`src/rtl/swd_pkg.sv`:
```
// swd_pkg: shared SWD target types (ACK codes, FSM states), DP register addresses and CTRL/STAT bit positions
package swd_pkg;
  typedef enum logic [2:0] {
    ACK_OK    = 3'b001,
    ACK_WAIT  = 3'b010,
    ACK_FAULT = 3'b100
  } ack_t;
  typedef enum logic [2:0] {IDLE, REQ, TRN1, ACK, RDATA, TRN2, WDATA, ERR} state_t;
  localparam logic [1:0] DP_IDCODE   = 2'd0;
  localparam logic [1:0] DP_CTRLSTAT = 2'd1;
  localparam logic [1:0] DP_SELECT   = 2'd2;
  localparam logic [1:0] DP_RDBUFF   = 2'd3;
  localparam int CS_STICKYERR     = 5;
  localparam int CS_WDATAERR      = 7;
  localparam int CS_CDBGPWRUPREQ  = 28;
  localparam int CS_CDBGPWRUPACK  = 29;
  localparam int CS_CSYSPWRUPREQ  = 30;
  localparam int CS_CSYSPWRUPACK  = 31;
endpackage

```
`src/rtl/swd_target_sync.sv`:
```
// swd_target_sync: synchronises swclk/swdio into clk (in: clk, rst, swclk, swdio; out: rise = one-clk pulse on synced swclk 0->1, din = synced swdio)
module swd_target_sync #(
  parameter int STAGES = 2
) (
  input  logic clk,
  input  logic rst,
  input  logic swclk,
  input  logic swdio,
  output logic rise,
  output logic din
);
  logic [STAGES-1:0] clk_sync_q, clk_sync_d, dio_sync_q, dio_sync_d;
  logic clk_prev_q, clk_prev_d;
  always_comb begin
    clk_sync_d = {clk_sync_q[STAGES-2:0], swclk};
    dio_sync_d = {dio_sync_q[STAGES-2:0], swdio};
    clk_prev_d = clk_sync_q[STAGES-1];
  end
  always_ff @(posedge clk or posedge rst) begin
    if (rst) begin
      clk_sync_q <= '0;
      dio_sync_q <= '0;
      clk_prev_q <= 1'b0;
    end else begin
      clk_sync_q <= clk_sync_d;
      dio_sync_q <= dio_sync_d;
      clk_prev_q <= clk_prev_d;
    end
  end
  assign rise = clk_sync_q[STAGES-1] & ~clk_prev_q;
  assign din  = dio_sync_q[STAGES-1];
endmodule

```
`src/rtl/swd_target_dp.sv`:
```
// swd_target_dp: SW-DP responder (in: CLK, RESET, SWCLK, SWDIOIN, AP_ACK/AP_RDATA/AP_ERR; out: SWDIOOUT/SWDIOOE, AP_REQ/AP_RnW/AP_ADDR/AP_WDATA single-outstanding posted AP port)
module swd_target_dp
  import swd_pkg::*;
#(
  parameter logic [31:0] IDCODE      = 32'h2BA01477,
  parameter int          SYNC_STAGES = 2,
  parameter int          RESET_ONES  = 50
) (
  input  logic        CLK,
  input  logic        RESET,
  input  logic        SWCLK,
  input  logic        SWDIOIN,
  output logic        SWDIOOUT,
  output logic        SWDIOOE,
  output logic        AP_REQ,
  output logic        AP_RnW,
  output logic [7:0]  AP_ADDR,
  output logic [31:0] AP_WDATA,
  input  logic        AP_ACK,
  input  logic [31:0] AP_RDATA,
  input  logic        AP_ERR
);
  localparam int OW = $clog2(RESET_ONES + 1);
  logic rise, din;
  state_t state_q, state_d;
  ack_t ack_q, ack_d;
  logic [5:0] cnt_q, cnt_d, req_q, req_d;
  logic [31:0] sh_q, sh_d, rdbuff_q, rdbuff_d, ap_wdata_q, ap_wdata_d;
  logic [OW-1:0] ones_q, ones_d;
  logic [3:0] select_q, select_d;
  logic [7:0] ap_addr_q, ap_addr_d;
  logic par_q, par_d, lockout_q, lockout_d, sticky_q, sticky_d, wderr_q, wderr_d;
  logic cdbg_q, cdbg_d, csys_q, csys_d, out_q, out_d, oe_q, oe_d;
  logic ap_req_q, ap_req_d, ap_rnw_q, ap_rnw_d;
  logic [2:0] ack_v;
  logic [31:0] ctrl_stat, dp_rdata, rd_data;
  logic valid, pending, err_now, line_reset, idcode_rd;
  swd_target_sync #(.STAGES(SYNC_STAGES)) u_sync (
    .clk  (CLK),
    .rst  (RESET),
    .swclk(SWCLK),
    .swdio(SWDIOIN),
    .rise (rise),
    .din  (din)
  );
  assign ack_v      = ack_q;
  assign ctrl_stat  = {csys_q, csys_q, cdbg_q, cdbg_q, 20'd0, wderr_q, 1'b0, sticky_q, 5'd0};
  assign dp_rdata   = req_q[3:2] == DP_IDCODE   ? IDCODE :
                      req_q[3:2] == DP_CTRLSTAT ? ctrl_stat :
                      req_q[3:2] == DP_RDBUFF   ? rdbuff_q : 32'd0;
  assign rd_data    = req_q[0] ? rdbuff_q : dp_rdata;
  assign valid      = ~^req_q[4:0] & ~req_q[5] & din;
  assign idcode_rd  = req_q[3:0] == 4'b0010;
  assign pending    = ap_req_q & ~AP_ACK;
  assign err_now    = sticky_q | wderr_q | (AP_ACK & AP_ERR);
  assign ones_d     = rise & ~oe_q ? (din ? (ones_q == OW'(RESET_ONES) ? ones_q : ones_q + 1'b1) : '0) : ones_q;
  assign line_reset = rise & ~oe_q & din & (ones_d == OW'(RESET_ONES));
  always_comb begin
    state_d    = state_q;
    ack_d      = ack_q;
    cnt_d      = cnt_q;
    req_d      = req_q;
    sh_d       = sh_q;
    par_d      = par_q;
    lockout_d  = lockout_q;
    sticky_d   = sticky_q;
    wderr_d    = wderr_q;
    cdbg_d     = cdbg_q;
    csys_d     = csys_q;
    select_d   = select_q;
    rdbuff_d   = rdbuff_q;
    out_d      = out_q;
    oe_d       = oe_q;
    ap_req_d   = ap_req_q;
    ap_rnw_d   = ap_rnw_q;
    ap_addr_d  = ap_addr_q;
    ap_wdata_d = ap_wdata_q;
    if (AP_ACK) begin
      ap_req_d = 1'b0;
      rdbuff_d = ap_rnw_q ? AP_RDATA : rdbuff_q;
      sticky_d = sticky_q | AP_ERR;
    end
    if (rise) begin
      case (state_q)
        IDLE: begin
          state_d = din ? REQ : IDLE;
          cnt_d   = '0;
        end
        REQ: begin
          if (cnt_q != 6'd6) begin
            req_d = {din, req_q[5:1]};
            cnt_d = cnt_q + 6'd1;
          end else if (!valid) begin
            state_d   = ERR;
            lockout_d = 1'b1;
          end else if (lockout_q && !idcode_rd) begin
            state_d = IDLE;
          end else begin
            state_d = TRN1;
            ack_d   = !req_q[0] ? ACK_OK : err_now ? ACK_FAULT : pending ? ACK_WAIT : ACK_OK;
          end
        end
        TRN1: begin
          oe_d    = 1'b1;
          out_d   = ack_v[0];
          cnt_d   = 6'd1;
          state_d = ACK;
        end
        ACK: begin
          if (cnt_q != 6'd3) begin
            out_d = ack_v[cnt_q[1:0]];
            cnt_d = cnt_q + 6'd1;
          end else if (ack_q != ACK_OK) begin
            oe_d    = 1'b0;
            out_d   = 1'b0;
            state_d = IDLE;
          end else if (req_q[1]) begin
            out_d     = rd_data[0];
            sh_d      = rd_data >> 1;
            par_d     = ^rd_data;
            cnt_d     = 6'd1;
            state_d   = RDATA;
            lockout_d = lockout_q & ~idcode_rd;
          end else begin
            oe_d    = 1'b0;
            out_d   = 1'b0;
            state_d = TRN2;
          end
        end
        RDATA: begin
          if (cnt_q < 6'd32) begin
            out_d = sh_q[0];
            sh_d  = sh_q >> 1;
            cnt_d = cnt_q + 6'd1;
          end else if (cnt_q == 6'd32) begin
            out_d = par_q;
            cnt_d = 6'd33;
          end else begin
            oe_d    = 1'b0;
            out_d   = 1'b0;
            state_d = IDLE;
            if (req_q[0]) begin
              ap_req_d  = 1'b1;
              ap_rnw_d  = 1'b1;
              ap_addr_d = {select_q, req_q[3:2], 2'b00};
            end
          end
        end
        TRN2: begin
          sh_d    = {din, sh_q[31:1]};
          cnt_d   = 6'd1;
          state_d = WDATA;
        end
        WDATA: begin
          if (cnt_q != 6'd32) begin
            sh_d  = {din, sh_q[31:1]};
            cnt_d = cnt_q + 6'd1;
          end else begin
            state_d = IDLE;
            if (din != ^sh_q) begin
              wderr_d = 1'b1;
            end else if (req_q[0]) begin
              ap_req_d   = 1'b1;
              ap_rnw_d   = 1'b0;
              ap_addr_d  = {select_q, req_q[3:2], 2'b00};
              ap_wdata_d = sh_q;
            end else if (req_q[3:2] == DP_IDCODE) begin
              ap_req_d = ap_req_d & ~sh_q[0];
              sticky_d = sticky_d & ~sh_q[2];
              wderr_d  = wderr_q & ~sh_q[3];
            end else if (req_q[3:2] == DP_CTRLSTAT) begin
              cdbg_d = sh_q[CS_CDBGPWRUPREQ];
              csys_d = sh_q[CS_CSYSPWRUPREQ];
            end else if (req_q[3:2] == DP_SELECT) begin
              select_d = sh_q[7:4];
            end
          end
        end
        default: ;
      endcase
    end
    if (line_reset) begin
      state_d   = IDLE;
      lockout_d = 1'b1;
    end
  end
  always_ff @(posedge CLK or posedge RESET) begin
    if (RESET) begin
      state_q    <= IDLE;
      ack_q      <= ACK_OK;
      cnt_q      <= '0;
      req_q      <= '0;
      sh_q       <= '0;
      par_q      <= 1'b0;
      ones_q     <= '0;
      lockout_q  <= 1'b1;
      sticky_q   <= 1'b0;
      wderr_q    <= 1'b0;
      cdbg_q     <= 1'b0;
      csys_q     <= 1'b0;
      select_q   <= '0;
      rdbuff_q   <= '0;
      out_q      <= 1'b0;
      oe_q       <= 1'b0;
      ap_req_q   <= 1'b0;
      ap_rnw_q   <= 1'b0;
      ap_addr_q  <= '0;
      ap_wdata_q <= '0;
    end else begin
      state_q    <= state_d;
      ack_q      <= ack_d;
      cnt_q      <= cnt_d;
      req_q      <= req_d;
      sh_q       <= sh_d;
      par_q      <= par_d;
      ones_q     <= ones_d;
      lockout_q  <= lockout_d;
      sticky_q   <= sticky_d;
      wderr_q    <= wderr_d;
      cdbg_q     <= cdbg_d;
      csys_q     <= csys_d;
      select_q   <= select_d;
      rdbuff_q   <= rdbuff_d;
      out_q      <= out_d;
      oe_q       <= oe_d;
      ap_req_q   <= ap_req_d;
      ap_rnw_q   <= ap_rnw_d;
      ap_addr_q  <= ap_addr_d;
      ap_wdata_q <= ap_wdata_d;
    end
  end
  assign SWDIOOUT = out_q;
  assign SWDIOOE  = oe_q;
  assign AP_REQ   = ap_req_q;
  assign AP_RnW   = ap_rnw_q;
  assign AP_ADDR  = ap_addr_q;
  assign AP_WDATA = ap_wdata_q;
endmodule
```
`config.mk`:
```
export PLATFORM = sky130hd
export DESIGN_NAME = swd_target_dp
export DESIGN_NICKNAME = d
export VERILOG_FILES = /design/src/rtl/swd_pkg.sv /design/src/rtl/swd_target_sync.sv /design/src/rtl/swd_target_dp.sv
export SDC_FILE = /design/constraint.sdc
export NUM_CORES = 1
export LEC_CHECK = 0
export CAP_MARGIN = 5
export CORE_ASPECT_RATIO = 0.5
export CORE_MARGIN = 4
export CORE_UTILIZATION = 60
export CTS_BUF_LIST = sky130_fd_sc_hd__clkbuf_4
export CTS_CLUSTER_DIAMETER = 50
export DETAILED_ROUTE_END_ITERATION = 8
export GPL_ROUTABILITY_DRIVEN = 0
export PLACE_DENSITY = 0.94
export SLEW_MARGIN = 20
export SYNTH_ARGS = -nofsm -noshare
export SYNTH_HDL_FRONTEND = slang
export SYNTH_SLANG_ARGS = --single-unit
```
`constraint.sdc`:
```
create_clock -name CLK -period 7.44 [get_ports CLK]
set_clock_uncertainty 0.1 [all_clocks]
set_input_delay 1.488 -clock CLK [delete_from_list [all_inputs] [get_ports CLK]]
set_output_delay 1.488 -clock CLK [all_outputs]
set_load 0.005 [all_outputs]
```
==> results.py, run 1 <==
metrics = {
    "outcome": {
        "status": "finished, final reports clean",
    },
    "timing": {
        "finalHoldWorstSlack_ns": 0.2710,
        "setup-violations-final": 0,
        "tns_ns": 0,
        "timing.final.hold_violations": 0,
        "min_period_over_period": 0.4769,
        "finalMaxSlewViolations": 0,
        "slew_headroom": 0.4677,
        "rsz0062_at_grt": "no",
        "clock.fmax_mhz": 281.8,
        "finalCriticalPeriod_ns": 3.548,
        "tightestPinTransition_ns": 0.7817,
    },
    "finish": {
        "finalInstanceArea_sq_um": 8757,
        "insertedDiodeCount": 0,
        "finish.net_count": 827,
        "layout-drive-gt1-share": 0.1745,
        "num-fill-cells": 759,
        "regArea_sq_um": 3631,
        "syn_to_final_growth_pct": 14.72,
        "multi_input_area_sq_um": 3786,
    },
    "routing": {
        "detail_route.drc_violations": 0,
        "via_count": 6077,
        "route.detailed.vias_per_inst": 6.357,
        "post_drt_wl_per_cell_um": 20.25,
        "count_of_routing_violations_after_the_opening_detailed_route_iteration": 660,
        "drtAntennaViolNets": 0,
        "drtPass1Iterations": 6,
        "routed_wl_um": 19360,
    },
    "global_routing": {
        "grt_pass1_wl_um": 30660,
        "grt_pass1_vias": 5943,
        "maximum_number_of_pins_on_one_net_before_global_route_repair": 90,
        "grt_use_total": 0.2629,
        "grt_overflow": 0,
        "antenna_found_initial": 0,
    },
    "clock_tree": {
        "cts-root-buf": "sky130_fd_sc_hd__clkbuf_4",
        "clk_transition_reported_paths_ns": 0.13,
        "num_cts_buffers": 17,
        "cts-root-to-sink-buffers": 2,
        "cts.repair.resized": 0,
        "cts.hold.buffers_added": 0,
        "clk_sinks": 145,
        "cts_setup_buffers": 0,
        "worst_skew_pair.late_latency_ns": 0.57,
        "tritoncts": "done",
        "cts.htree.levels": 4,
    },
    "worst_setup_path": {
        "startpoint_type": "register",
        "worst-r2r-cell-count": 7,
        "critPathCaptureType": "register",
        "worst-endpoint-required_ns": 7.80,
        "arrival_ns": 3.91,
        "regToRegEndpoint": "AP_WDATA[9]",
        "timing.rr.start": "state_q[2]",
        "crit_type": "register to register",
        "setup_slack_reg_to_reg_ns": 3.89,
        "critical_path_fanouts_max": 24,
    },
    "synthesis": {
        "yosys.area.top_type": "sky130_fd_sc_hd__dfrtp_1",
        "ys.warnings.count": 0,
        "synth.top_cells.by_area": "sky130_fd_sc_hd__dfrtp_1, sky130_fd_sc_hd__mux2_2, sky130_fd_sc_hd__mux2_4, sky130_fd_sc_hd__xnor2_1, sky130_fd_sc_hd__a21oi_1",
        "postSynthRegisterBits": 145,
        "seq_area_frac_synth": 0.4757,
        "postSynth.asyncResetShare": 1.000,
        "post_synth.cell_area_avg_sq_um": 10.68,
        "synth_top_area_frac": 0.4688,
        "post_synth_instance_area_sq_um": 7634,
        "synth_cell_types": 67,
        "synth_ff_type": "sky130_fd_sc_hd__dfrtp_1",
        "synth_common_cells": "sky130_fd_sc_hd__dfrtp_1, sky130_fd_sc_hd__nand2_1, sky130_fd_sc_hd__a21oi_1",
        "synth_edf_count": 0,
        "netlist_instances": 715,
        "post-synth-top-count-cell": "sky130_fd_sc_hd__dfrtp_1",
    },
    "die": {
        "floorplan.initialDensity": 0.6297,
        "vertical_extent_of_the_die_um": 87.76,
        "placeableCoreArea_sq_um": 12120,
        "io_pins": 82,
        "rows": 28,
        "die_w_um": 167.5,
        "die-area_sq_um": 14700,
    },
    "hold_path": {
        "whs_endpoint": "u_sync.dio_sync_q[1]",
        "holdCritStartpoint": "u_sync.dio_sync_q[0]",
        "holdCritPathClass": "register to register",
        "min_path_cells": 0,
    },
    "place": {
        "dpl_cell_area_sq_um": 8494,
        "portBuffers": 79,
        "hpwl_um": 12320,
    },
    "flow_run": {
        "cap_violations": 0,
    },
    "power_and_ir_drop": {
        "combinationalPowerShare": 0.486,
        "p_per_area_nw_per_um2": 362.9,
        "internal_cell_power_mw": 1.748,
        "clock_power_share": 0.150,
        "switching_power_mw": 1.431,
        "share_seq_of_total_power": 0.364,
        "swShare": 0.4501,
        "vdd_ir_drop_max_mv": 0.4469,
        "power.leakage_nw": 3.999,
    },
}
logic make-up (layout without fill, tap and decap cells):
logic type / count (synthesis) / after routing / synth area share
compound gates: 167 / 167 / 0.1269
xor+xnor: 64 / 64 / 0.08245
buf+inv: 51 / 126 / 0.02934
fa+ha+maj: 11 / 11 / 0.01803
other cells: 1 / 2 / 0.0004913
flops: 145 / 145 / 0.4757
mux: 86 / 86 / 0.1428
simple gates: 190 / 190 / 0.1244
power by group through the flow:
stage                     sequential (mW)  combinational, mW  clock (mW)
final                                1.16               1.54       0.478
after detailed placement             1.15               1.46           0
after CTS                            1.14               1.49       0.476
after global placement               1.13               1.41           0
after global routing                 1.17               1.64       0.515
after floorplan                      1.05               1.25           0
routing by layer:
metal	track usage	vias up	wire, um
met1	0.3244	3003	7548
met3	0.06673	84	1612
met5	0	-	0
li1	-	2642	-
met4	0.09720	0	681
met2	0.4585	348	9520
flip-flops by register name (all words and copies together) (netlist names), 2 cells and up:
signal / flops
AP_WDATA: 32
rdbuff_q: 32
sh_q: 32
AP_ADDR: 6
cnt_q: 6
ones_q: 6
req_q: 6
select_q: 4
ack_q: 3
state_q: 3
u_sync.clk_sync_q: 2
u_sync.dio_sync_q: 2
worst max-delay path by stage:
| stage | slack (ns) | to | startpoint | cells past startpoint |
|---|---|---|---|---|
| 2_1_floorplan | 1.96 | AP_ADDR[2] | RESET | 1 |
| 3_3_place_gp | 3.89 | rdbuff_q[11] | RESET | 3 |
| 3_5_place_dp | 3.86 | rdbuff_q[11] | RESET | 3 |
| 4_1_cts | 3.84 | par_q | req_q[3] | 9 |
| 5_1_grt | 3.77 | AP_WDATA[2] | state_q[2] | 7 |
| 6_report | 3.89 | AP_WDATA[9] | state_q[2] | 7 |
through the flow:
stage / utilization / power, mW / setup WS, ns / instances
finish: 0.7224 / 3.178 / 3.892 / 956
global route: 0.7224 / 3.320 / 3.765 / 956
CTS: 0.7218 / 3.107 / 3.838 / 956
detailed placement: 0.7008 / 2.614 / 3.863 / 924
global placement: 0.7008 / 2.541 / 3.893 / 924
floorplan: - / 2.300 / 1.961 / 716
critical path, stage by stage, from the launching register on:
cell                       delay [ns]
sky130_fd_sc_hd__dfrtp_1         0.83
sky130_fd_sc_hd__nand2b_1        0.34
sky130_fd_sc_hd__or2_2           0.41
sky130_fd_sc_hd__nor3_1          0.50
sky130_fd_sc_hd__and3_1          0.34
sky130_fd_sc_hd__mux2i_4         0.23
sky130_fd_sc_hd__buf_4           0.34
sky130_fd_sc_hd__mux2_4          0.34
placed cells by master, fill, tap and decap left out, types with 4 or more instances in the layout:
master	count
sky130_fd_sc_hd__a21o_1	4
sky130_fd_sc_hd__a21oi_1	65
sky130_fd_sc_hd__a22o_1	5
sky130_fd_sc_hd__and3_1	20
sky130_fd_sc_hd__buf_4	5
sky130_fd_sc_hd__clkbuf_4	19
sky130_fd_sc_hd__clkdlybuf4s50_1	79
sky130_fd_sc_hd__clkinv_2	4
sky130_fd_sc_hd__clkinvlp_4	6
sky130_fd_sc_hd__dfrtp_1	143
sky130_fd_sc_hd__ha_1	11
sky130_fd_sc_hd__inv_1	7
sky130_fd_sc_hd__mux2_2	53
sky130_fd_sc_hd__mux2_4	30
sky130_fd_sc_hd__nand2_1	71
sky130_fd_sc_hd__nand2b_1	9
sky130_fd_sc_hd__nand3_1	12
sky130_fd_sc_hd__nand3b_1	4
sky130_fd_sc_hd__nor2_1	34
sky130_fd_sc_hd__nor2b_1	5
sky130_fd_sc_hd__nor3_1	13
sky130_fd_sc_hd__o21ai_0	60
sky130_fd_sc_hd__xnor2_1	51
sky130_fd_sc_hd__xor2_1	8
area by class of cell:
class / count / area share
Inverter: 9 / 0.004429
Multi-Input combinational cell: 520 / 0.4323
Tap cell: 165 / 0.02357
Timing Repair Buffer: 85 / 0.09587
Sequential cell: 145 / 0.4146
Clock inverter: 13 / 0.01286
Clock buffer: 19 / 0.01629
(Power assumes the default switching activity.)
==> run 2, diff against run 1 <==
CORE_UTILIZATION = 59   (was 60)
PLACE_DENSITY = 0.93   (was 0.94)
clock period = 3.5 ns   (was 7.44 ns; I/O delays follow)
==> run 2 against run 1 <==
Cell count up 2.1%. Register-to-register slack worse by 3.5 ns. Wire length down 0.55%. Combinational power up 120%. Clock power rose to 2.7 times the previous value. Sequential power up 100%. Sequential cell count unchanged. Count of clock-buffer cells in the layout down 1. Maximum frequency up 15%. Critical endpoint is now AP_WDATA[8].
==> results.py, run 2 (same netlist as run 1, synthesis figures left out) <==
metrics = {
    "worst_setup_path": {
        "critical_path_fanouts_max": 13,
        "slowest_stage": "sky130_fd_sc_hd__mux2i_4",
        "critPathCaptureType": "register",
        "crit_type": "register to register",
        "setup_slack_reg_to_reg_ns": 0.43,
        "crit_path_end": "AP_WDATA[8]",
        "regToRegEndpoint": "AP_WDATA[8]",
        "worst-endpoint-required_ns": 3.86,
        "arrival_ns": 3.43,
        "crit_path_cell_trace": "xnor2_1 -> xnor2_1 -> xnor2_1 -> xnor3_2 -> mux2i_4 -> buf_4 -> mux2_4",
        "startpoint_type": "register",
        "slowest_delay_ns": 0.60,
        "crit_top_cell": "sky130_fd_sc_hd__xnor2_1",
        "timing.rr.start": "sh_q[18]",
        "timing.critical_path.from": "sh_q[18]",
        "worst-r2r-cell-count": 7,
    },
    "global_routing": {
        "antenna_found_initial": 1,
        "grt_use_total": 0.2639,
        "grt_pass1_vias": 5843,
        "grt_overflow": 0,
        "grt_pass1_wl_um": 30840,
        "maximum_number_of_pins_on_one_net_before_global_route_repair": 65,
    },
    "power_and_ir_drop": {
        "power.leakage_nw": 4.123,
        "p_per_area_nw_per_um2": 775.0,
        "vdd_ir_drop_max_mv": 0.8372,
    },
    "timing": {
        "timing.final.hold_violations": 0,
        "clock.fmax_mhz": 325.5,
        "finalCriticalPeriod_ns": 3.073,
        "tns_ns": 0,
        "slew_headroom": 0.5256,
        "setup-violations-final": 0,
        "rsz0062_at_grt": "no",
        "tightestPinTransition_ns": 0.7101,
        "min_period_over_period": 0.8779,
        "finalMaxSlewViolations": 0,
    },
    "clock_tree": {
        "worst_skew_pair.late_latency_ns": 0.57,
        "tritoncts": "done",
        "cts.repair.resized": 0,
        "cts.hold.buffers_added": 0,
        "cts-root-to-sink-buffers": 2,
        "num_cts_buffers": 17,
        "cts.htree.levels": 4,
        "clk_sinks": 145,
        "cts-root-buf": "sky130_fd_sc_hd__clkbuf_4",
        "cts_setup_buffers": 0,
        "clk_transition_reported_paths_ns": 0.12,
    },
    "place": {
        "number_of_cells_in_the_design_after_placement": 944,
        "dpl_cell_area_sq_um": 8637,
        "hpwl_um": 13290,
        "portBuffers": 79,
    },
    "finish": {
        "finalInstanceArea_sq_um": 8984,
        "finish.net_count": 842,
        "utilization": 0.7094,
        "mostFrequentLayoutCell": "sky130_fd_sc_hd__dfrtp_1",
        "syn_to_final_growth_pct": 17.69,
        "num-fill-cells": 801,
        "number_of_non_filler_instances_in_the_completed_layout": 976,
        "most-common-layout-cells": "sky130_fd_sc_hd__dfrtp_1, sky130_fd_sc_hd__clkdlybuf4s50_1, sky130_fd_sc_hd__nand2_1",
        "layout-drive-gt1-share": 0.1863,
    },
    "routing": {
        "drtPass1Iterations": 6,
        "detail_route.drc_violations": 0,
        "route.detailed.vias_per_inst": 6.176,
        "count_of_routing_violations_after_the_opening_detailed_route_iteration": 624,
        "via_count": 6028,
        "drtAntennaViolNets": 0,
        "routed_wl_um": 19260,
        "post_drt_wl_per_cell_um": 19.73,
    },
    "outcome": {
        "status": "finished, final reports clean",
    },
    "die": {
        "rows": 29,
        "vertical_extent_of_the_die_um": 88.43,
        "io_pins": 82,
        "floorplan.initialDensity": 0.6028,
        "die_w_um": 168.9,
        "placeableCoreArea_sq_um": 12660,
        "die-area_sq_um": 14930,
    },
    "hold_path": {
        "holdCritPathClass": "register to register",
        "min_path_cells": 0,
    },
    "flow_run": {
        "cap_violations": 0,
    },
}
run 2: cell count changes in the layout (fill, tap and decap cells not counted), moves of 2 or more:
cell                         change
sky130_fd_sc_hd__buf_12          +2
sky130_fd_sc_hd__buf_4          +14
sky130_fd_sc_hd__bufinv_16       +4
sky130_fd_sc_hd__clkinv_2        -3
sky130_fd_sc_hd__clkinv_4        +2
sky130_fd_sc_hd__clkinvlp_4      -3
run 2: critical path, delay by kind of cell (launching register included):
kind / cells / cell delay [ns]
flip-flops: 1 / 0.45
XOR/XNOR: 4 / 1.11
multiplexers: 2 / 0.93
buffers and inverters: 1 / 0.37
run 2: stage by stage:
step,power (mW),hold WS (ns),setup slack (ns)
floorplan,4.889,0.2312,0.8764
global placement,5.444,0.2373,0.5616
detailed placement,5.612,0.2356,0.4652
CTS,6.914,0.2647,0.4544
global route,7.275,0.2765,0.2429
finish,6.962,0.2613,0.4274
run 2: routing by layer:
layer | wire length [um] | vias to the layer above | global-route usage | part of all wire
li1 | - | 2677 | - | -
met1 | 7767 | 2979 | 0.3395 | 0.40
met2 | 9297 | 311 | 0.4407 | 0.48
met3 | 1629 | 61 | 0.07006 | 0.085
met4 | 561 | 0 | 0.09573 | 0.029
met5 | 0 | - | 0 | 0
run 2: final cells by class:
class,instances,area (sq um),area share
timing repair buffer,100,973.4,0.1084
tap,170,212.7,0.02368
sequential,145,3631,0.4042
multi-input combinational,520,3782,0.4210
antenna,1,2.502,0.0002786
inverter,9,37.54,0.004178
clock inverter,13,209.0,0.02326
clock buffer,18,135.1,0.01504
run 2: how the worst min path moves through the flow:
stage / from / slack, ns / end
floorplan: u_sync.clk_sync_q[0] / 0.23 / u_sync.clk_sync_q[1]
global placement: u_sync.dio_sync_q[0] / 0.24 / u_sync.dio_sync_q[1]
detailed placement: u_sync.clk_sync_q[0] / 0.24 / u_sync.clk_sync_q[1]
CTS: u_sync.clk_sync_q[0] / 0.26 / u_sync.clk_sync_q[1]
global route: u_sync.clk_sync_q[0] / 0.28 / u_sync.clk_sync_q[1]
finish: u_sync.clk_sync_q[0] / 0.26 / u_sync.clk_sync_q[1]
run 2: power by group:
part	total, mW	switching [mW]	internal, mW
Clock	1.28	0.635	0.645
Combinational	3.32	1.91	1.41
Sequential	2.36	0.414	1.95
==> run 3, diff against run 2 <==
SETUP_SLACK_MARGIN = 0.02   (was unset)
SKIP_CTS_REPAIR_TIMING = 1   (was unset)
clock period = 3.35 ns   (was 3.5 ns; I/O delays follow)
==> run 3 against run 2 <==
Hold slack about the same. Via count is 0.70% lower. Power grew 0.52%. Critical path type unchanged.
==> results.py, run 3 (same netlist as run 1, synthesis figures left out) <==
metrics = {
    "worst_setup_path": {
        "crit_path_cell_trace": "inv_1 -> ha_1 -> nand2b_1 -> o21ai_1 -> a22oi_1 -> xor2_1 -> xnor2_1 -> xnor3_1 -> mux2_2",
        "worst-endpoint-required_ns": 3.69,
        "startpoint_type": "register",
        "slowest_delay_ns": 0.50,
        "critical_path_fanouts_max": 7,
        "slowest_stage": "sky130_fd_sc_hd__dfrtp_1",
        "crit_type": "register to register",
        "critPathCaptureType": "register",
        "arrival_ns": 3.41,
    },
    "finish": {
        "finish.net_count": 846,
        "mostFrequentLayoutCell": "sky130_fd_sc_hd__dfrtp_1",
        "most-common-layout-cells": "sky130_fd_sc_hd__dfrtp_1, sky130_fd_sc_hd__clkdlybuf4s50_1, sky130_fd_sc_hd__nand2_1",
        "layout-drive-gt1-share": 0.1914,
        "syn_to_final_growth_pct": 16.82,
    },
    "routing": {
        "post_drt_wl_per_cell_um": 19.69,
        "routed_wl_um": 19320,
        "count_of_routing_violations_after_the_opening_detailed_route_iteration": 643,
        "drtAntennaViolNets": 0,
        "drtPass1Iterations": 9,
        "detail_route.drc_violations": 0,
        "route.detailed.vias_per_inst": 6.102,
        "via_count": 5986,
    },
    "flow_run": {
        "cap_violations": 0,
    },
    "timing": {
        "tightestPinTransition_ns": 0.8074,
        "setup_slack_ns": 0.2815,
        "rsz0062_at_grt": "no",
        "min_period_over_period": 0.9160,
        "tns_ns": 0,
        "clock.fmax_mhz": 325.9,
        "finalCriticalPeriod_ns": 3.069,
        "finalMaxSlewViolations": 0,
        "setup-violations-final": 0,
        "timing.final.hold_violations": 0,
        "slew_headroom": 0.4617,
        "finalHoldWorstSlack_ns": 0.2614,
    },
    "die": {
        "io_pins": 82,
        "floorplan.initialDensity": 0.6028,
        "die_w_um": 168.9,
        "die-area_sq_um": 14930,
        "placeableCoreArea_sq_um": 12660,
        "vertical_extent_of_the_die_um": 88.43,
        "rows": 29,
    },
    "global_routing": {
        "maximum_number_of_pins_on_one_net_before_global_route_repair": 146,
        "grt_overflow": 0,
        "grt_pass1_vias": 5945,
        "grt_use_total": 0.2674,
        "grt_pass1_wl_um": 31330,
        "antenna_found_initial": 1,
    },
    "place": {
        "dpl_worst_slack_ns": 0.1675,
        "portBuffers": 79,
        "hpwl_um": 12650,
    },
    "power_and_ir_drop": {
        "p_per_area_nw_per_um2": 784.8,
        "vdd_ir_drop_max_mv": 0.8641,
        "power.leakage_nw": 4.094,
    },
    "clock_tree": {
        "cts-root-buf": "sky130_fd_sc_hd__clkbuf_4",
        "cts.htree.levels": 4,
        "clk_transition_reported_paths_ns": 0.14,
        "tritoncts": "done",
        "clk_sinks": 145,
        "cts-root-to-sink-buffers": 2,
        "worst_skew_pair.late_latency_ns": 0.56,
        "num_cts_buffers": 17,
    },
    "outcome": {
        "status": "finished, final reports clean",
    },
    "hold_path": {
        "holdCritPathClass": "register to register",
    },
}
run 3: changes by cell type in the layout (fill, tap and decap cells not counted), sizes merged:
cell and change:
buf +4, bufinv -4, clkinv +2, clkbuf +1, clkinvlp +1, inv +1
run 3: layer usage:
layer  track usage  share of wire  up-vias
li1              -              -     2679
met3       0.06069          0.077       73
met4        0.1252          0.038        0
met5             0              0        -
met2        0.4407           0.48      311
met1        0.3445           0.41     2923
run 3: worst paths after layout:
path                                       from                   end  slack, ns  cells past startpoint
max reg2reg                            req_q[3]                 par_q       0.28                      9
max                                    req_q[3]                 par_q       0.28                      9
max in group asynchronous                 RESET     u_sync.clk_prev_q       1.96                      3
min in group asynchronous                 RESET              cnt_q[4]       0.54                      3
min reg2reg                u_sync.dio_sync_q[0]  u_sync.dio_sync_q[1]       0.26                      0
min                        u_sync.dio_sync_q[0]  u_sync.dio_sync_q[1]       0.26                      0
run 3: critical path, delay by kind of cell (launching register included):
kind | cells | cell delay [ns]
buffers and inverters | 1 | 0.12
DFF | 1 | 0.50
AOI/OAI and AO/OA | 2 | 0.63
xor gates and xnor gates | 3 | 0.84
adders and majority gates | 1 | 0.30
and+or+nand+nor | 1 | 0.20
muxes | 1 | 0.29
run 3: power by group:
part / leakage [nW] / switching, mW / internal, mW
combinational: 2.02 / 2.00 / 1.46
sequential: 1.94 / 0.429 / 2.03
clock: 0.136 / 0.686 / 0.386
run 3: per-stage QoR:
step / std cells / cell area, sq um / util / power, mW
2_1_floorplan: 716 / 7641 / - / 5.108
3_3_place_gp: 942 / 8610 / 0.6799 / 5.648
3_5_place_dp: 942 / 8610 / 0.6799 / 5.829
4_1_cts: 974 / 8865 / 0.7000 / 6.957
5_1_grt: 981 / 8917 / 0.7042 / 7.343
6_report: 981 / 8917 / 0.7042 / 6.998
run 3: final cells by class:
type | instances | area (sq um)
sequential | 145 | 3631
inverter | 9 | 37.54
antenna | 1 | 2.502
tap | 170 | 212.7
multi-input combinational | 520 | 3787
fill | 833 | 3746
clock inverter | 13 | 112.6
clock buffer | 19 | 142.6
timing repair buffer | 104 | 991.0
